## src/rtl/nn_host_slave.sv

```systemverilog
// nn_host_slave: host memory-mapped responder driving memory writes/reads, control/status registers and core start/done handshake
module nn_host_slave #(
  parameter int MM_DEPTH = 16,
  parameter int MM_WIDTH = 16,
  parameter int Q_DEPTH = 16
) (
  input  logic                clk,
  input  logic                reset,
  input  logic                write_enable,
  input  logic [MM_DEPTH-1:0] write_addr,
  input  logic [MM_WIDTH-1:0] write_data,
  input  logic                read_enable,
  input  logic [MM_DEPTH-1:0] read_addr,
  output logic [Q_DEPTH-1:0]  read_data,
  output logic                available,
  output logic                mem_we,
  output logic [MM_DEPTH-3:0] mem_waddr,
  output logic [MM_WIDTH-1:0] mem_wdata,
  output logic [MM_DEPTH-3:0] mem_raddr,
  input  logic [MM_WIDTH-1:0] mem_rdata,
  output logic                core_start,
  input  logic                core_done
);
  typedef enum logic [1:0] {IDLE, RUN, DONE} state_t;
  state_t state, state_nxt;
  logic run, wr_reg, rd_reg, wr_ctrl, start_req, start_ok, mem_wr, mem_ok;
  logic err, rd_pend, rd_is_reg;
  logic [15:0] cycles, reg_val, rd_val;
  assign run = state == RUN;
  assign wr_reg = write_addr[MM_DEPTH-1 -: 2] == 2'b11;
  assign rd_reg = read_addr[MM_DEPTH-1 -: 2] == 2'b11;
  assign wr_ctrl = write_enable && wr_reg && write_addr[1:0] == 2'd0;
  assign start_req = wr_ctrl && write_data[0];
  assign start_ok = start_req && !run;
  assign mem_wr = write_enable && !wr_reg;
  assign mem_ok = mem_wr && !run;
  assign mem_raddr = read_addr[MM_DEPTH-3:0];
  always_ff @(posedge clk)
    state <= reset ? IDLE : state_nxt;
  always_comb
    state_nxt = start_ok ? RUN : (run && core_done) ? DONE : state;
  always_comb
    available = !run;
  always_comb
    reg_val = (read_addr[1:0] == 2'd1) ? {13'd0, err, run, !run} :
              (read_addr[1:0] == 2'd2) ? cycles : 16'd0;
  always_ff @(posedge clk)
    if (reset) begin
      core_start <= 1'b0;
      mem_we <= 1'b0;
      mem_waddr <= '0;
      mem_wdata <= '0;
      err <= 1'b0;
      cycles <= 16'd0;
      rd_pend <= 1'b0;
      rd_is_reg <= 1'b0;
      rd_val <= 16'd0;
      read_data <= '0;
    end else begin
      core_start <= start_ok;
      mem_we <= mem_ok;
      if (mem_ok) begin
        mem_waddr <= write_addr[MM_DEPTH-3:0];
        mem_wdata <= write_data;
      end
      err <= (run && (start_req || mem_wr)) ? 1'b1 : (wr_ctrl && write_data[1]) ? 1'b0 : err;
      cycles <= start_ok ? 16'd0 : (run && cycles != 16'hFFFF) ? cycles + 16'd1 : cycles;
      rd_pend <= read_enable;
      if (read_enable) begin
        rd_is_reg <= rd_reg;
        rd_val <= reg_val;
      end
      if (rd_pend)
        read_data <= rd_is_reg ? Q_DEPTH'(rd_val) : Q_DEPTH'(mem_rdata);
    end
endmodule

```

## config.mk

```make
export PLATFORM = sky130hd
export DESIGN_NAME = nn_host_slave
export DESIGN_NICKNAME = d
export VERILOG_FILES = /design/src/rtl/nn_host_slave.sv
export SDC_FILE = /design/constraint.sdc
export NUM_CORES = 1
export LEC_CHECK = 0
export ABC_AREA = 1
export CORE_MARGIN = 3
export CORE_UTILIZATION = 45
export CTS_CLUSTER_SIZE = 30
export DETAILED_ROUTE_END_ITERATION = 8
export HOLD_SLACK_MARGIN = 0.06
export PLACE_DENSITY = 0.8
export SLEW_MARGIN = 0
export SYNTH_ARGS = -nofsm -noshare
export SYNTH_HDL_FRONTEND = slang
export SYNTH_SLANG_ARGS = --single-unit
export TNS_END_PERCENT = 20
```

## constraint.sdc

```tcl
create_clock -name clk -period 1.8 [get_ports clk]
set_input_delay 0.27 -clock clk [delete_from_list [all_inputs] [get_ports clk]]
set_output_delay 0.27 -clock clk [all_outputs]
set_load 0.05 [all_outputs]
```

# After elaboration in Yosys (flattened, before gate mapping)
# Cells that the tools add are included.
[op_classes] n_addsub=1 n_eq_ne=6 muxes=7 reduce_logical=17
[ops] cell="two-way mux 16 bit" count=3
[ops] cell="adder 16 x 1 -> 16 bit, second input constant" count=1
[ops] cell="!= test 16 bit, second input constant" count=1
[ops] cell="logical AND 1 bit" count=10
[ops] cell="== test 2 bit, second input constant" count=3
[ops] cell="== test 2 x 1 -> 1 bit, second input constant" count=2
[ops] cell="two-way mux 1 bit" count=4
[ops] cell="nonzero test 2 bit" count=2
[ops] cell="logical NOT 1 bit" count=2
[ops] cell="logical NOT 2 bit" count=1
[ops] cell="OR reduction 2 bit" count=1
[ops] cell="logical OR 1 bit" count=1
[word_totals] register_bits=85 input_bits=69 out_inout_bits=63 word_cells=43

# Depth between registers and ports, before layout
[depth] ltp_word=7 ltp_mapped=9 depth_no_buf=9

# Worst setup path after synthesis
# OpenSTA, ideal clock, no wires.
[synth_path] kind="flip-flop to flip-flop" startpoint="register cycles[0]" endpoint="register cycles[3]" setup_time_ps=118 arrival_time_ps=1333 t_required_ps=1682 path_slack_ps=349 stages_incl_launch_ff=10 path_buffers=1 period_less_slack_ps=1451 path_cell_list="dfxtp_1 -> ha_1 -> nand3_1 -> inv_2 -> nand3_2 -> nand2_4 -> nand2_4 -> buf_6 -> nand2_1 -> a21oi_2"
[synth_via] elab_chain_len=2 word_cells_on_any_way=3 cone_classes="1 x add/sub; 1 x eq/ne; 1 x reduce/logical"
[synth_rtl] element="start: declaration" line="28" source="logic [15:0] cycles, reg_val, rd_val;"
[synth_rtl] element="start signal: assignment" line="67" source="cycles <= start_ok ? 16'd0 : (run && cycles != 16'hFFFF) ? cycles + 16'd1 : cycles;"
[synth_rtl] element="parallel branches: the longest is 2 deep, another holds adder 16 x 1 -> 16 bit"
# Parallel ways; which one is timed is not known.
# A chain may end at the register's enable or synchronous reset.

# Worst setup path in the final report
[layout_path] startpoint="register mem_wdata[9]" endpoint="output port mem_wdata[9]"
[layout_rtl] element="start: declaration" line="18" source="output logic [MM_WIDTH-1:0] mem_wdata,"
[layout_rtl] element="start signal: assignment" line="64" source="mem_wdata <= write_data;"
# No word-level cell between the ends.

==> metrics.cfg <==
[run_status]
status=complete, no violations

[route]
drt-total-wl_mm=9.54
via_per_inst=5.15
wire_per_inst_um=13.5
ant_nets=0
drt_iter0_drc=156
drc=0
drtPass1Iterations=4
vias=3649

[min_path]
hold_path_depth=2
hold_class=register to register
worstHoldStart=mem_waddr[4]
worstHoldEndpoint=mem_waddr[4]

[grt]
antenna_found_initial=0
grt_use_total_pct=19.8
grt-ovfl-total=0
grt_pass1_vias=3310
grt_max_degree=38
grt_first_pass_wirelength_mm=15.7

[timing]
worst_pin_slew_ns=0.552
period_minus_slack_ns=1.77
max_freq_mhz=564
setup_violations=0
slew_violations=0
finalCritPeriodShare_pct=98.5
relSlewSlack_pct=63.1
finClkSkew_ns=0.0152
hold_viol=0

[synth]
ys_seq_area_share_pct=45.6
synth-edff-count=0
synth_common_cells=89 x nand2_1, 85 x dfxtp_1, 79 x nor2_1
synthArstFlopShare_pct=0
yosysTopAreaCell=dfxtp_1
syn-mean-instance-area_um2=7.42
syn_nets=573
synth_ff_type=dfxtp_1
synth_top_area_share_pct=45.6
ys_warn_count=0
ys_seq_elements=85
yosysUniqueCellTypes=31
synth_area_leaders=dfxtp_1 46%, nand2_1 9.0%, nor2_1 8.0%, o21ai_0 6.7%, nand3_1 5.6%
synth.most_common_cell=nand2_1
synth_area_um2=3730
synthCells=503

[power_and_ir_drop]
power.total_mw=4.45
p_per_area_nw_per_um2=856
p_int_mw=3.18
p_sw_mw=1.27
clkPwrFrac_pct=35.8
combPwrFrac_pct=18.7
swShare_pct=28.5
seq_power_share_pct=45.5
p_leak_nw=2.54
ir_drop_uv=544

[clocking]
cts_tree=built
clkTransAtPathRegs_ns=0.09
ctsHtreeMaxLevel=3
root_buffer=clkbuf_8
numClockSinks=85
clock_path_buffers=2
clock_latency_ns=0.36
cts_inserted_buffers=9
cts_setup_buffers=0

[setup_path]
cp_data_arrival_time_ns=1.50
rr_worst_depth=8
critPathMaxStageDelay_ns=0.80
r2r_slack_ns=0.17
crit_slowest_cell=clkdlybuf4s50_1
crit_fanout=2
crit_chain=clkdlybuf4s50_1
cp.required_ns=1.53
timing.rr.end=cycles[6]
path_delay_family=buffers and inverters
cp-end-kind=output pin
cp_num_buf_inv=1
cp-start-kind=register
critPathKind=register to output pin
reg2reg_from=cycles[1]

[die]
die_w_um=97.0
num_rows=32
pin_count=132
start_util_pct=47.3
dieArea_um2=9420
core_um2=7890
dieHeight_um=97.0

[run]
drv_cap=0

[cells_and_area]
area_growth_pct=39.2
drive_above_1_share_pct=9.41
fillers=647
nNetsFinal=671
antenna_cells=0
final_area_um2=5190

[placement]
globalplace.congestion=0.913
dp_hpwl_mm=6.85
placed_cell_area_um2=4880
io_buffers=107

==> area by class of cell <==
cell class                      count  area [µm²]  area share, %
Multi-Input combinational cell    341        1650           31.8
Tap cell                          102         128           2.46
Clock inverter                      5        88.8           1.71
Clock buffer                       11         151           2.91
Inverter                           37         139           2.67
Timing Repair Buffer              127        1340           25.7
Sequential cell                    85        1700           32.8
==> cells by family after synthesis <==
logic type | count (synthesis) | share of synthesized area (%)
buffers and inverters | 77 | 10.2
AOI/OAI and AO/OA | 106 | 16.0
and+or+nand+nor | 228 | 26.4
adders and majority gates | 1 | 0.335
DFF | 85 | 45.6
xor gates and xnor gates | 6 | 1.41
==> layer usage <==
layer,GRT usage (%),wire [µm]
met5,0,0
met2,32.2,4490
met4,5.94,112
met3,4.69,617
met1,26.2,4320
==> what timing repair did <==
item	in CTS	in global routing
endpoints found under the setup margin	6	33
resized for setup	6	33
hold buffers	0	0
==> worst max path at each step <==
| stage | startpoint | to | slack, ns | depth (start not counted) |
|---|---|---|---|---|
| finish | mem_wdata[9] | mem_wdata[9] | 0.03 | 1 |
| global route | read_data[13] | read_data[13] | -0.007 | 1 |
| CTS | mem_wdata[13] | mem_wdata[13] | 0.004 | 1 |
| detailed placement | write_addr[15] | cycles[13] | 0.04 | 10 |
| global placement | write_addr[14] | cycles[13] | 0.06 | 10 |
| floorplan | cycles[0] | cycles[3] | 0.35 | 9 |
==> stage by stage <==
stage          worst slack (ns)  cells  TNS [ns]  util, %  hold WS, ns
5_1_grt                -0.00745    708  -0.00745     65.8        0.483
2_1_floorplan             0.349    503         0        -        0.339
4_1_cts                 0.00425    708         0     64.8        0.474
6_report                 0.0276    708         0     65.8        0.483
3_5_place_dp             0.0432    692         0     61.8        0.462
3_3_place_gp             0.0596    692         0     61.8        0.464
==> power groups by stage <==
stage	Clock, mW	Sequential [mW]	Combinational (mW)
after CTS	1.61	2.03	0.839
after detailed placement	0	2.07	0.841
after global placement	0	2.07	0.830
after floorplan	0	2.33	0.296
after global routing	1.68	2.03	0.891
final	1.59	2.02	0.832
==> layout by cell type (no fill, tap or decap) <==
cell,n
clkbuf_8,11
o21ai_0,50
inv_2,3
xnor2_1,3
nor3_1,3
nor2_1,78
o211ai_1,17
o31ai_1,1
nor2_2,4
dfxtp_1,85
nand2_2,2
nand4_1,3
inv_6,2
dlygate4sd2_1,6
a21oi_1,34
a21oi_2,3
nand3_2,1
inv_8,1
nand3_1,42
nor2_8,1
ha_1,1
nand2_4,2
bufinv_16,2
xor2_1,3
and2_1,1
clkdlybuf4s50_1,66
inv_1,32
nor3b_1,1
clkinv_1,2
nand2_1,89
buf_4,19
o21ai_4,1
nor2_4,1
dlymetal6s2s_1,32
buf_12,4
Power figures use the tool's default switching activity.
